[src/rtl/ex_muldiv_pkg.sv]
// Shared definitions for the iterative RV32M multiply/divide unit:
// func3 codes, the M-extension funct7 and the 2-bit FSM encoding.
package ex_muldiv_pkg;

    localparam logic [2:0] INST_MUL    = 3'b000;
    localparam logic [2:0] INST_MULH   = 3'b001;
    localparam logic [2:0] INST_MULHSU = 3'b010;
    localparam logic [2:0] INST_MULHU  = 3'b011;
    localparam logic [2:0] INST_DIV    = 3'b100;
    localparam logic [2:0] INST_DIVU   = 3'b101;
    localparam logic [2:0] INST_REM    = 3'b110;
    localparam logic [2:0] INST_REMU   = 3'b111;

    localparam logic [6:0] FUNCT7_M = 7'b0000001;

    typedef enum logic [1:0] {
        S_IDLE = 2'd0,
        S_CALC = 2'd1,
        S_DONE = 2'd2
    } md_state_e;

    function automatic logic op1_signed(input logic [2:0] f3);
        return (f3 == INST_MULH) || (f3 == INST_MULHSU) ||
               (f3 == INST_DIV)  || (f3 == INST_REM);
    endfunction

    function automatic logic op2_signed(input logic [2:0] f3);
        return (f3 == INST_MULH) || (f3 == INST_DIV) || (f3 == INST_REM);
    endfunction

endpackage

[src/rtl/ex_muldiv_step.sv]
// One combinational radix-2 step: shift-add for multiply,
// restoring trial-subtract for divide, on magnitudes only.
module md_step #(
    parameter int XLEN = 32
) (
    input  logic            is_div,
    input  logic [XLEN-1:0] hi_i,
    input  logic [XLEN-1:0] lo_i,
    input  logic [XLEN-1:0] m_i,
    output logic [XLEN-1:0] hi_o,
    output logic [XLEN-1:0] lo_o
);

    logic [XLEN:0] sum;
    logic [XLEN:0] part;
    logic [XLEN:0] diff;

    always_comb begin
        sum  = {1'b0, hi_i} + {1'b0, (lo_i[0] ? m_i : '0)};
        part = {hi_i, lo_i[XLEN-1]};
        diff = part - {1'b0, m_i};
        if (is_div) begin
            // borrow out of the trial subtract means the divisor did not fit
            hi_o = diff[XLEN] ? part[XLEN-1:0] : diff[XLEN-1:0];
            lo_o = {lo_i[XLEN-2:0], ~diff[XLEN]};
        end else begin
            hi_o = sum[XLEN:1];
            lo_o = {sum[0], lo_i[XLEN-1:1]};
        end
    end

endmodule

[src/rtl/ex_muldiv.sv]
// Iterative RV32M execute unit: holds the pipeline while it computes,
// then pulses valid/reg_wen for one cycle with the rd result.
module ex_muldiv
    import ex_muldiv_pkg::*;
#(
    parameter int XLEN           = 32,
    parameter int BITS_PER_CYCLE = 1
) (
    input  logic            clk,
    input  logic            rst,
    input  logic            start_i,
    input  logic [2:0]      func3_i,
    input  logic [XLEN-1:0] op1_i,
    input  logic [XLEN-1:0] op2_i,
    input  logic [4:0]      rd_addr_i,
    input  logic            flush_i,
    output logic            busy_o,
    output logic            valid_o,
    output logic [XLEN-1:0] result_o,
    output logic [4:0]      rd_addr_o,
    output logic            reg_wen_o
);

    localparam int ITER = XLEN / BITS_PER_CYCLE;
    localparam int CW   = $clog2(ITER + 1);

    md_state_e state, state_nx;

    logic [CW-1:0]   cnt;
    logic [2:0]      f3_q;
    logic [4:0]      rd_q, rd_out_q;
    logic            neg_q, spec_q;
    logic [XLEN-1:0] hi_q, lo_q, m_q, spec_val_q, res_q;

    logic            s1, s2, neg_i, is_div_i, is_rem_i;
    logic            div_zero, ovf, special, accept;
    logic [XLEN-1:0] abs1, abs2, spec_val, fix;
    logic [2*XLEN-1:0] prod, prod_fix;
    logic [XLEN-1:0] quo, rem;

    logic [XLEN-1:0] hi_c [0:BITS_PER_CYCLE];
    logic [XLEN-1:0] lo_c [0:BITS_PER_CYCLE];

    always_comb begin
        s1       = op1_signed(func3_i) & op1_i[XLEN-1];
        s2       = op2_signed(func3_i) & op2_i[XLEN-1];
        abs1     = s1 ? -op1_i : op1_i;
        abs2     = s2 ? -op2_i : op2_i;
        is_div_i = func3_i[2];
        is_rem_i = func3_i[2] & func3_i[1];
        neg_i    = is_rem_i ? s1 : (s1 ^ s2);
        div_zero = is_div_i & (op2_i == '0);
        ovf      = ((func3_i == INST_DIV) || (func3_i == INST_REM)) &&
                   (op1_i == {1'b1, {(XLEN-1){1'b0}}}) && (op2_i == '1);
        special  = div_zero | ovf;
        accept   = start_i & ~flush_i;
        if (div_zero)
            spec_val = is_rem_i ? op1_i : '1;
        else
            spec_val = is_rem_i ? '0 : op1_i;
    end

    assign hi_c[0] = hi_q;
    assign lo_c[0] = lo_q;

    for (genvar g = 0; g < BITS_PER_CYCLE; g++) begin : g_step
        md_step #(.XLEN(XLEN)) u_step (
            .is_div (f3_q[2]),
            .hi_i   (hi_c[g]),
            .lo_i   (lo_c[g]),
            .m_i    (m_q),
            .hi_o   (hi_c[g+1]),
            .lo_o   (lo_c[g+1])
        );
    end

    always_ff @(posedge clk or posedge rst) begin
        if (rst) state <= S_IDLE;
        else     state <= state_nx;
    end

    always_comb begin
        state_nx = state;
        unique case (state)
            S_IDLE: if (accept) state_nx = special ? S_DONE : S_CALC;
            S_CALC: begin
                if (flush_i)       state_nx = S_IDLE;
                else if (cnt == 1) state_nx = S_DONE;
            end
            S_DONE: state_nx = S_IDLE;
            default: state_nx = S_IDLE;
        endcase
    end

    always_comb begin
        valid_o   = (state == S_DONE);
        reg_wen_o = valid_o;
        busy_o    = ((state == S_IDLE) & accept & ~special) |
                    (state == S_CALC);
        result_o  = valid_o ? fix : res_q;
        rd_addr_o = valid_o ? rd_q : rd_out_q;
    end

    // sign fix-up works on the whole 2*XLEN product so MULH* stay exact
    always_comb begin
        prod     = {hi_q, lo_q};
        prod_fix = neg_q ? -prod : prod;
        quo      = neg_q ? -lo_q : lo_q;
        rem      = neg_q ? -hi_q : hi_q;
        fix      = '0;
        unique case (1'b1)
            spec_q:
                fix = spec_val_q;
            ~spec_q & (f3_q == INST_MUL):
                fix = prod_fix[XLEN-1:0];
            ~spec_q & ~f3_q[2] & (f3_q[1:0] != 2'b00):
                fix = prod_fix[2*XLEN-1:XLEN];
            ~spec_q & f3_q[2] & ~f3_q[1]:
                fix = quo;
            ~spec_q & f3_q[2] & f3_q[1]:
                fix = rem;
            default: fix = '0;
        endcase
    end

    always_ff @(posedge clk or posedge rst) begin
        if (rst) begin
            cnt        <= '0;
            f3_q       <= '0;
            rd_q       <= '0;
            rd_out_q   <= '0;
            neg_q      <= 1'b0;
            spec_q     <= 1'b0;
            hi_q       <= '0;
            lo_q       <= '0;
            m_q        <= '0;
            spec_val_q <= '0;
            res_q      <= '0;
        end else begin
            unique case (state)
                S_IDLE: if (accept) begin
                    f3_q       <= func3_i;
                    rd_q       <= rd_addr_i;
                    neg_q      <= neg_i;
                    spec_q     <= special;
                    spec_val_q <= spec_val;
                    hi_q       <= '0;
                    lo_q       <= abs1;
                    m_q        <= abs2;
                    cnt        <= CW'(ITER);
                end
                S_CALC: begin
                    hi_q <= hi_c[BITS_PER_CYCLE];
                    lo_q <= lo_c[BITS_PER_CYCLE];
                    cnt  <= cnt - 1'b1;
                end
                S_DONE: begin
                    res_q    <= fix;
                    rd_out_q <= rd_q;
                end
                default: ;
            endcase
        end
    end

endmodule

[config.mk]
export PLATFORM = sky130hd
export DESIGN_NAME = ex_muldiv
export DESIGN_NICKNAME = d
export VERILOG_FILES = /design/src/rtl/ex_muldiv_pkg.sv /design/src/rtl/ex_muldiv_step.sv /design/src/rtl/ex_muldiv.sv
export SDC_FILE = /design/constraint.sdc
export NUM_CORES = 1
export LEC_CHECK = 0
export BUFFER_PORTS_ARGS = -buffer_cell sky130_fd_sc_hd__buf_2
export CORE_MARGIN = 3
export CORE_UTILIZATION = 25
export CTS_CLUSTER_DIAMETER = 150
export DETAILED_ROUTE_END_ITERATION = 10
export PLACE_DENSITY_LB_ADDON = 0.08
export SETUP_SLACK_MARGIN = 0.4
export SLEW_MARGIN = 20
export SYNTH_ARGS = -nofsm -noshare
export SYNTH_HDL_FRONTEND = slang
export SYNTH_HIERARCHICAL = 1
export SYNTH_SLANG_ARGS = --single-unit
[constraint.sdc]
create_clock -name clk -period 13 [get_ports clk]
set_input_delay 2.6 -clock clk [delete_from_list [all_inputs] [get_ports clk]]
set_output_delay 2.6 -clock clk [all_outputs]
set_load 0.01 [all_outputs]
==> results.sh, run 1 <==
export IMPL_grt_pass1_vias=15962
export IMPL_status="complete, no violations"
export IMPL_wirelength_um=68600
export IMPL_synth_area_top_cells="dfrtp_1 28%, nand2_1 6.5%, ha_1 5.4%"
export IMPL_cpMostUsedCell="buf_2"
export IMPL_cp_end_kind="output pin"
export IMPL_worstMarginPinSlew_ns=1.02
export IMPL_layout_common_cells="284 x nand2_1, 181 x dfrtp_1, 167 x o21ai_0, 161 x nor2_1, 159 x a21oi_1"
export IMPL_antenna_found_initial=5
export IMPL_yosysWarnings=6
export IMPL_drtAntennaViolNets=0
export IMPL_rsz0062_at_grt="no"
export IMPL_grt_pass1_wl_um=104000
export IMPL_drive_gt1_frac=0.118
export IMPL_clkPwrFrac=0.132
export IMPL_required_ns=10.40
export IMPL_p_leak_nw=7.54
export IMPL_power_density_nw_per_um2=224
export IMPL_initial_core_util=0.254
export IMPL_ioPinCount=116
export IMPL_intPower_mw=1.96
export IMPL_yosysTopAreaCell="dfrtp_1"
export IMPL_clock_sinks=183
export IMPL_die_area_um2=68800
export IMPL_htreeDepth=4
export IMPL_dp_cells=2978
export IMPL_area_growth_pct=11.6
export IMPL_drtIter0Drc=1324
export IMPL_clk_pin_slew_worst_paths_ns=0.07
export IMPL_grt_max_degree=120
export IMPL_synth_nets=2276
export IMPL_start_kind="input port"
export IMPL_io_buffers=115
export IMPL_synth_cells=2127
export IMPL_cp_max_fo=65
export IMPL_postCtsHoldBufs=0
export IMPL_mostFrequentLayoutCell="nand2_1"
export IMPL_ys_flop_type="dfrtp_1"
export IMPL_synthDistinctLibCells=89
export IMPL_slowest_delay_ns=0.57
export IMPL_core_um2=64700
export IMPL_postCtsResizedCells=0
export IMPL_cts_root_buf="clkbuf_16"
export IMPL_ys_seq_area_frac=0.279
export IMPL_place_hpwl_um=51400
export IMPL_fmax_ghz=0.131
export IMPL_cts_tree="done"
export IMPL_slew_viol_final=0
export IMPL_final_setup_viol_count=0
export IMPL_synth_avg_cell_area_um2=7.72
export IMPL_clk_latency_ns=0.51
export IMPL_hold_class="flop to flop"
export IMPL_synth_top_cell_area_share=0.279
export IMPL_cts_setup_buffers=0
export IMPL_synthArstFlopShare=1.00
export IMPL_crit_buf_inv=3
export IMPL_min_period_ns=7.64
export IMPL_fin_cells=3012
export IMPL_timing_final_crit_share=0.587
export IMPL_vdd_drop_max_mv=0.125
export IMPL_cp_cell_sequence="buf_2 > or4_1 > or3_1 > nor4_2 > buf_4 > a21o_1 > or2_2 > nand2_1 > buf_2"
export IMPL_netSwitchingFraction=0.521
export IMPL_ys_seq_elements=183
export IMPL_nets=2291
export IMPL_finalHoldViolCount=0
export IMPL_num_vias=16261
export IMPL_max_slew_margin_rel=0.314
export IMPL_synth_area_um2=16400
export IMPL_p_seq_frac=0.283
export IMPL_clockBufferDepth=2
export IMPL_grt_use_total=0.197
export IMPL_die_width_um=262
export IMPL_wl_per_cell_um=22.8
export IMPL_synth_edff_count=0
export IMPL_grt_ovfl_total=0
export IMPL_die_y_um=262
export IMPL_routabilityCongestion=0.846
export IMPL_power_switching_mw=2.14
export IMPL_first_pass_iters=5
export IMPL_fin_tns_setup_ns=0
export IMPL_cts_buffers=17
export IMPL_via_per_inst=5.40
export IMPL_route_detailed_drc=0
export IMPL_combPwrFrac=0.584
export IMPL_fp_row_count=93
export IMPL_path_class="input port to output pin"
export IMPL_power_total_mw=4.10
export IMPL_crit_path_top_delay_cell="or4_1"
export IMPL_crit_family="simple AND/OR/NAND/NOR gates"
export IMPL_maxCapViolations=0
export IMPL_fin_worst_skew_ns=0.0214
export IMPL_crit_arrival_ns=5.04
final timing paths:
check / endpoint / cells past startpoint / from / slack (ns)
max in group asynchronous: neg_q / 3 / rst / 9.14
min in group asynchronous: f3_q[2] / 2 / rst / 2.25
min reg2reg: rd_out_q[1] / 2 / rd_out_q[1] / 0.47
max reg2reg: hi_q[21] / 15 / lo_q[31] / 8.93
min: rd_out_q[1] / 2 / rd_out_q[1] / 0.47
max: busy_o / 9 / op2_i[19] / 5.36
Yosys cell counts, drive strengths merged, types with 23 or more instances:
library cell / count
nor2: 163
inv: 74
a22oi: 33
clkbuf: 125
xor2: 64
and2: 38
nand3: 40
a31oi: 40
o31ai: 65
nor4: 32
a21oi: 162
mux2: 33
nand4: 28
o21ai: 172
or4: 27
dfrtp: 183
nand2: 285
a21o: 26
ha: 71
nor3: 49
or3: 26
buf: 23
xnor2: 98
cell type report:
type	instances	area, µm²
multi-input cells	1721	11000
clock buffers	18	439
well taps	855	1070
flip-flops and latches	183	4580
inverters	75	289
clock inverters	14	133
repair buffers	144	793
fillers	7121	46400
diodes	2	5.00
through the flow:
step / setup slack, ns / hold slack [ns] / utilization / cell area (µm²)
2_1_floorplan: 5.43 / 0.446 / - / 16400
3_5_place_dp: 5.34 / 0.458 / 0.274 / 17700
5_1_grt: 5.17 / 0.501 / 0.283 / 18300
3_3_place_gp: 5.35 / 0.452 / 0.274 / 17700
6_report: 5.36 / 0.474 / 0.283 / 18300
4_1_cts: 5.34 / 0.477 / 0.283 / 18300
per-layer routing:
layer | global-route usage | wire length [µm] | vias to the layer above
met5 | 0 | 45 | -
met4 | 0.0461 | 1020 | 6
met3 | 0.0244 | 2750 | 49
met2 | 0.309 | 31000 | 402
met1 | 0.287 | 33800 | 8018
li1 | - | - | 7786
worst min-delay path, cell delays in order (launching register included):
cell     delay (ns)
dfrtp_1        0.33
nand2_1        0.04
nand2_1        0.07
state kept, by name, summed over array words and instances (netlist names):
register	flops
cnt	6
m_q	32
res_q	32
hi_q	32
spec_val_q	32
f3_q	3
spec_q	1
neg_q	1
state	2
lo_q	32
rd_out_q	5
rd_q	5
kinds of logic (layout without fill, tap and decap cells):
group | count (synthesis) | count (layout) | share of synthesized area
compound gates | 664 | 664 | 0.262
flops | 183 | 183 | 0.279
buf+inv | 223 | 251 | 0.0533
simple gates | 767 | 767 | 0.225
xor+xnor | 162 | 162 | 0.0880
fa+ha+maj | 73 | 73 | 0.0566
other cells | 0 | 2 | 0
mux | 55 | 55 | 0.0361
power groups by stage:
stage               sequential (mW)  combinational [mW]  clock, mW
floorplan                     0.946                1.80          0
global placement               1.17                2.40          0
detailed placement             1.17                2.40          0
CTS                            1.16                2.42      0.565
global route                   1.20                2.67      0.583
finish                         1.16                2.40      0.543
Power figures use the tool's default switching activity.
==> run 2: changes to the inputs <==
==> constraint.sdc (replaced) <==
create_clock -name clk -period 7.27 [get_ports clk]
set_input_delay 1.454 -clock clk [delete_from_list [all_inputs] [get_ports clk]]
set_output_delay 1.454 -clock clk [all_outputs]
set_load 0.01 [all_outputs]
==> run 2 against run 1 <==
Against the previous run:
- die area did not move
- routed wire length barely moved
- power rose by 79%
- sequential power rose by 78%
- register-to-register slack got worse by 5.9 ns
- critical path depth fell by 1
- sequential share of layout area barely moved
- highest routed layer unchanged
==> results.sh, run 2 (synthesis results as in run 1) <==
export IMPL_finalHoldViolCount=0
export IMPL_regToRegEndpoint="hi_q[21]"
export IMPL_cts_buffers=17
export IMPL_p_seq_frac=0.279
export IMPL_rsz0062_at_grt="no"
export IMPL_clk_pin_slew_worst_paths_ns=0.07
export IMPL_intPower_mw=3.56
export IMPL_vdd_drop_max_mv=0.233
export IMPL_clock_sinks=183
export IMPL_first_pass_iters=5
export IMPL_initial_core_util=0.254
export IMPL_fin_worst_skew_ns=0.0149
export IMPL_die_width_um=262
export IMPL_min_period_ns=5.67
export IMPL_netSwitchingFraction=0.517
export IMPL_cp_end_kind="output pin"
export IMPL_core_um2=64700
export IMPL_clk_latency_ns=0.49
export IMPL_drtAntennaViolNets=0
export IMPL_wirelength_um=68500
export IMPL_start_kind="flop"
export IMPL_fmax_ghz=0.176
export IMPL_place_hpwl_um=51600
export IMPL_grt_pass1_vias=15881
export IMPL_die_y_um=262
export IMPL_num_vias=16199
export IMPL_postCtsHoldBufs=0
export IMPL_r2r_start="lo_q[31]"
export IMPL_hold_class="flop to flop"
export IMPL_clockBufferDepth=2
export IMPL_max_slew_margin_rel=0.286
export IMPL_power_switching_mw=3.80
export IMPL_mostFrequentLayoutCell="nand2_1"
export IMPL_via_per_inst=5.37
export IMPL_dp_cells=2981
export IMPL_power_density_nw_per_um2=401
export IMPL_path_class="flop to output pin"
export IMPL_required_ns=5.82
export IMPL_whs_ns=0.470
export IMPL_grt_ovfl_total=0
export IMPL_area_growth_pct=11.8
export IMPL_reg2regPathDepth=15
export IMPL_wl_per_cell_um=22.7
export IMPL_cts_setup_buffers=0
export IMPL_crit_arrival_ns=4.22
export IMPL_cp_max_fo=39
export IMPL_fp_row_count=93
export IMPL_routabilityCongestion=0.849
export IMPL_rrSetupSlack_ns=3.04
export IMPL_crit_path_start="lo_q[0]"
export IMPL_timing_final_crit_share=0.780
export IMPL_antenna_found_initial=1
export IMPL_fin_cells=3014
export IMPL_worstMarginPinSlew_ns=1.06
export IMPL_p_leak_nw=7.55
export IMPL_cts_root_buf="clkbuf_16"
export IMPL_cts_tree="done"
export IMPL_postCtsResizedCells=0
export IMPL_final_setup_viol_count=0
export IMPL_drtIter0Drc=1125
export IMPL_combPwrFrac=0.586
export IMPL_grt_max_degree=95
export IMPL_clkPwrFrac=0.134
export IMPL_nets=2294
export IMPL_layout_common_cells="284 x nand2_1, 181 x dfrtp_1, 167 x o21ai_0, 161 x nor2_1, 159 x a21oi_1"
export IMPL_grt_pass1_wl_um=104000
export IMPL_io_buffers=115
export IMPL_ioPinCount=116
export IMPL_status="complete, no violations"
export IMPL_cp_endpoint="result_o[27]"
export IMPL_drive_gt1_frac=0.118
export IMPL_grt_use_total=0.196
export IMPL_slew_viol_final=0
export IMPL_route_detailed_drc=0
export IMPL_die_area_um2=68800
export IMPL_htreeDepth=4
export IMPL_maxCapViolations=0
export IMPL_fin_tns_setup_ns=0
export IMPL_finish_utilization=0.284
-- run 2: cell count changes in the layout (fill, tap and decap cells not counted) --
cell        change
bufinv_16       +1
clkinv_4        -3
nor4_2          -1
clkinv_8        -1
buf_4           +3
diode_2         -1
nor4_1          +1
clkinvlp_4      +3
inv_8           -2
clkbuf_8        +2
inv_6           -1
clkbuf_1        +1
-- run 2: area by class of cell --
| cell class | count | area, µm² |
|---|---|---|
| tap | 855 | 1070 |
| antenna | 1 | 2.50 |
| timing repair buffer | 147 | 816 |
| clock buffer | 21 | 470 |
| multi-input combinational | 1721 | 11000 |
| inverter | 75 | 289 |
| fill | 7178 | 46400 |
| sequential | 183 | 4580 |
| clock inverter | 11 | 111 |
-- run 2: worst min-delay path by stage --
stage                     start           to  cells after the start
floorplan               rd_q[0]      rd_q[0]                      2
global placement    rd_out_q[1]  rd_out_q[1]                      2
CTS                 rd_out_q[1]  rd_out_q[1]                      2
detailed placement  rd_out_q[1]  rd_out_q[1]                      2
finish              rd_out_q[1]  rd_out_q[1]                      2
global route             cnt[4]       cnt[4]                      1
-- run 2: worst max-delay path, cell delays in order (launching register included) --
cell      delay, ns
dfrtp_1        0.37
buf_4          0.24
nor4_1         0.67
nand3_1        0.63
nor4_1         0.88
a21oi_1        0.21
nand3b_1       0.20
a41oi_1        0.32
buf_2          0.20
-- run 2: layer usage --
layer / global-route usage / part of all wire / vias up
met5: 0 / 0.00019 / -
met4: 0.0415 / 0.014 / 2
met3: 0.0325 / 0.046 / 51
met2: 0.308 / 0.45 / 371
met1: 0.280 / 0.49 / 7997
li1: - / - / 7778
-- run 2: per-stage QoR --
step	total power, mW	area [µm²]	setup slack, ns
global placement	6.39	17800	1.98
finish	7.36	18300	1.60
detailed placement	6.38	17800	1.93
floorplan	4.90	16400	0.844
CTS	7.42	18300	1.62
global route	7.96	18300	1.23
-- run 2: power by group through the flow --
| stage | Combinational (mW) | Sequential, mW | Clock (mW) |
|---|---|---|---|
| 6_report | 4.32 | 2.06 | 0.987 |
| 2_1_floorplan | 3.21 | 1.69 | 0 |
| 3_3_place_gp | 4.33 | 2.06 | 0 |
| 3_5_place_dp | 4.32 | 2.07 | 0 |
| 4_1_cts | 4.34 | 2.05 | 1.03 |
| 5_1_grt | 4.79 | 2.11 | 1.06 |
==> run 3: changes to the inputs <==
==> constraint.sdc (replaced) <==
create_clock -name clk -period 5.6 [get_ports clk]
set_input_delay 1.12 -clock clk [delete_from_list [all_inputs] [get_ports clk]]
set_output_delay 1.12 -clock clk [all_outputs]
set_load 0.01 [all_outputs]
==> run 3 against run 2 <==
Against the previous run:
- hold slack better by 0.0055 ns
- sequential share of layout area shrank 0.20 points
- global-route usage grew 0.45 points
- sequential cell count stayed put
- combinational power increased by 34%
- critical path type unchanged
- largest power group unchanged
==> results.sh, run 3 (synthesis results as in run 1) <==
export IMPL_status="complete, no violations"
export IMPL_nets=2315
export IMPL_setup_ws_ns=0.606
export IMPL_cts_setup_buffers=0
export IMPL_grt_ovfl_total=0
export IMPL_crit_arrival_ns=3.87
export IMPL_finalHoldViolCount=0
export IMPL_place_ws_ns=1.10
export IMPL_start_kind="flop"
export IMPL_wl_per_cell_um=23.2
export IMPL_wirelength_um=70300
export IMPL_crit_path_top_delay_cell="or4_1"
export IMPL_worstMarginPinSlew_ns=1.03
export IMPL_num_vias=16411
export IMPL_maxCapViolations=0
export IMPL_vdd_drop_max_mv=0.255
export IMPL_layout_common_cells="284 x nand2_1, 181 x dfrtp_1, 167 x o21ai_0, 162 x nor2_1, 159 x a21oi_1"
export IMPL_clk_latency_ns=0.50
export IMPL_area_growth_pct=12.7
export IMPL_grt_pass1_vias=15843
export IMPL_path_class="flop to output pin"
export IMPL_fin_worst_skew_ns=0.0242
export IMPL_grt_max_degree=101
export IMPL_grt_pass1_wl_um=106000
export IMPL_clock_sinks=183
export IMPL_drtIter0Drc=1210
export IMPL_crit_family="simple AND/OR/NAND/NOR gates"
export IMPL_hold_class="flop to flop"
export IMPL_cpMostUsedCell="or4_1"
export IMPL_core_um2=64700
export IMPL_timing_final_crit_share=0.892
export IMPL_mostFrequentLayoutCell="nand2_1"
export IMPL_crit_buf_inv=1
export IMPL_cp_end_kind="output pin"
export IMPL_place_hpwl_um=53800
export IMPL_drtAntennaViolNets=0
export IMPL_grt_use_total=0.200
export IMPL_postCtsResizedCells=0
export IMPL_slew_viol_final=0
export IMPL_antenna_found_initial=5
export IMPL_fmax_ghz=0.200
export IMPL_die_area_um2=68800
export IMPL_clk_pin_slew_worst_paths_ns=0.08
export IMPL_die_y_um=262
export IMPL_ioPinCount=116
export IMPL_rsz0062_at_grt="no"
export IMPL_first_pass_iters=5
export IMPL_cts_root_buf="clkbuf_16"
export IMPL_cp_cell_sequence="or4_1 > or4_4 > or4_1 > or4_1 > a21oi_1 > o32a_1 > buf_2"
export IMPL_required_ns=4.48
export IMPL_power_total_mw=9.59
export IMPL_route_detailed_drc=0
export IMPL_fin_tns_setup_ns=0
export IMPL_cts_buffers=17
export IMPL_die_width_um=262
export IMPL_fp_row_count=93
export IMPL_slowest_delay_ns=0.71
export IMPL_cts_tree="done"
export IMPL_drive_gt1_frac=0.126
export IMPL_final_setup_viol_count=0
export IMPL_max_slew_margin_rel=0.314
export IMPL_diodes=0
export IMPL_io_buffers=115
export IMPL_clockBufferDepth=2
export IMPL_min_period_ns=4.99
export IMPL_cp_max_fo=11
export IMPL_fillers=7190
export IMPL_postCtsHoldBufs=0
export IMPL_whs_ns=0.475
export IMPL_p_leak_nw=7.65
export IMPL_htreeDepth=4
export IMPL_routabilityCongestion=0.863
export IMPL_via_per_inst=5.41
export IMPL_initial_core_util=0.254
export IMPL_power_density_nw_per_um2=518
[run 3: area by class of cell]
type | count | area [µm²] | area share
repair buffers | 168 | 986 | 0.0533
flip-flops and latches | 183 | 4580 | 0.248
multi-input cells | 1721 | 11000 | 0.595
clock buffers | 20 | 447 | 0.0241
clock inverters | 12 | 114 | 0.00616
well taps | 855 | 1070 | 0.0578
inverters | 75 | 285 | 0.0154
[run 3: worst register-to-register path: cells and delay by family, from the launching register on]
family / cells / cell delay, ns
AOI/OAI and AO/OA: 8 / 1.75
xor gates and xnor gates: 1 / 0.75
adders and majority gates: 1 / 0.43
DFF: 1 / 0.69
and+or+nand+nor: 2 / 0.54
[run 3: power breakdown]
part / leakage (nW) / switching [mW] / internal [mW]
Sequential: 2.33 / 0.763 / 1.79
Clock: 0.263 / 0.657 / 0.596
Combinational: 5.06 / 3.55 / 2.23
[run 3: final timing paths]
kind	depth (start not counted)	slack, ns	from	to
max	7	0.61	lo_q[21]	result_o[3]
min	2	0.48	rd_out_q[0]	rd_out_q[0]
max reg2reg	12	1.36	hi_q[23]	hi_q[26]
min reg2reg	2	0.48	rd_out_q[0]	rd_out_q[0]
max in group asynchronous	3	3.88	rst	res_q[28]
min in group asynchronous	2	0.68	rst	m_q[31]
[run 3: through the flow]
stage,utilization,instance area [µm²],std cells
global route,0.286,18500,3034
global placement,0.277,17900,3002
floorplan,-,16400,2127
CTS,0.286,18500,3034
detailed placement,0.277,17900,3002
finish,0.286,18500,3034
[run 3: layer usage]
metal | GRT usage | wire length (µm) | vias to the layer above
met5 | 0 | 27 | -
met4 | 0.0481 | 1180 | 4
met3 | 0.0302 | 3410 | 58
met2 | 0.314 | 31500 | 422
met1 | 0.287 | 34200 | 8102
li1 | - | - | 7825
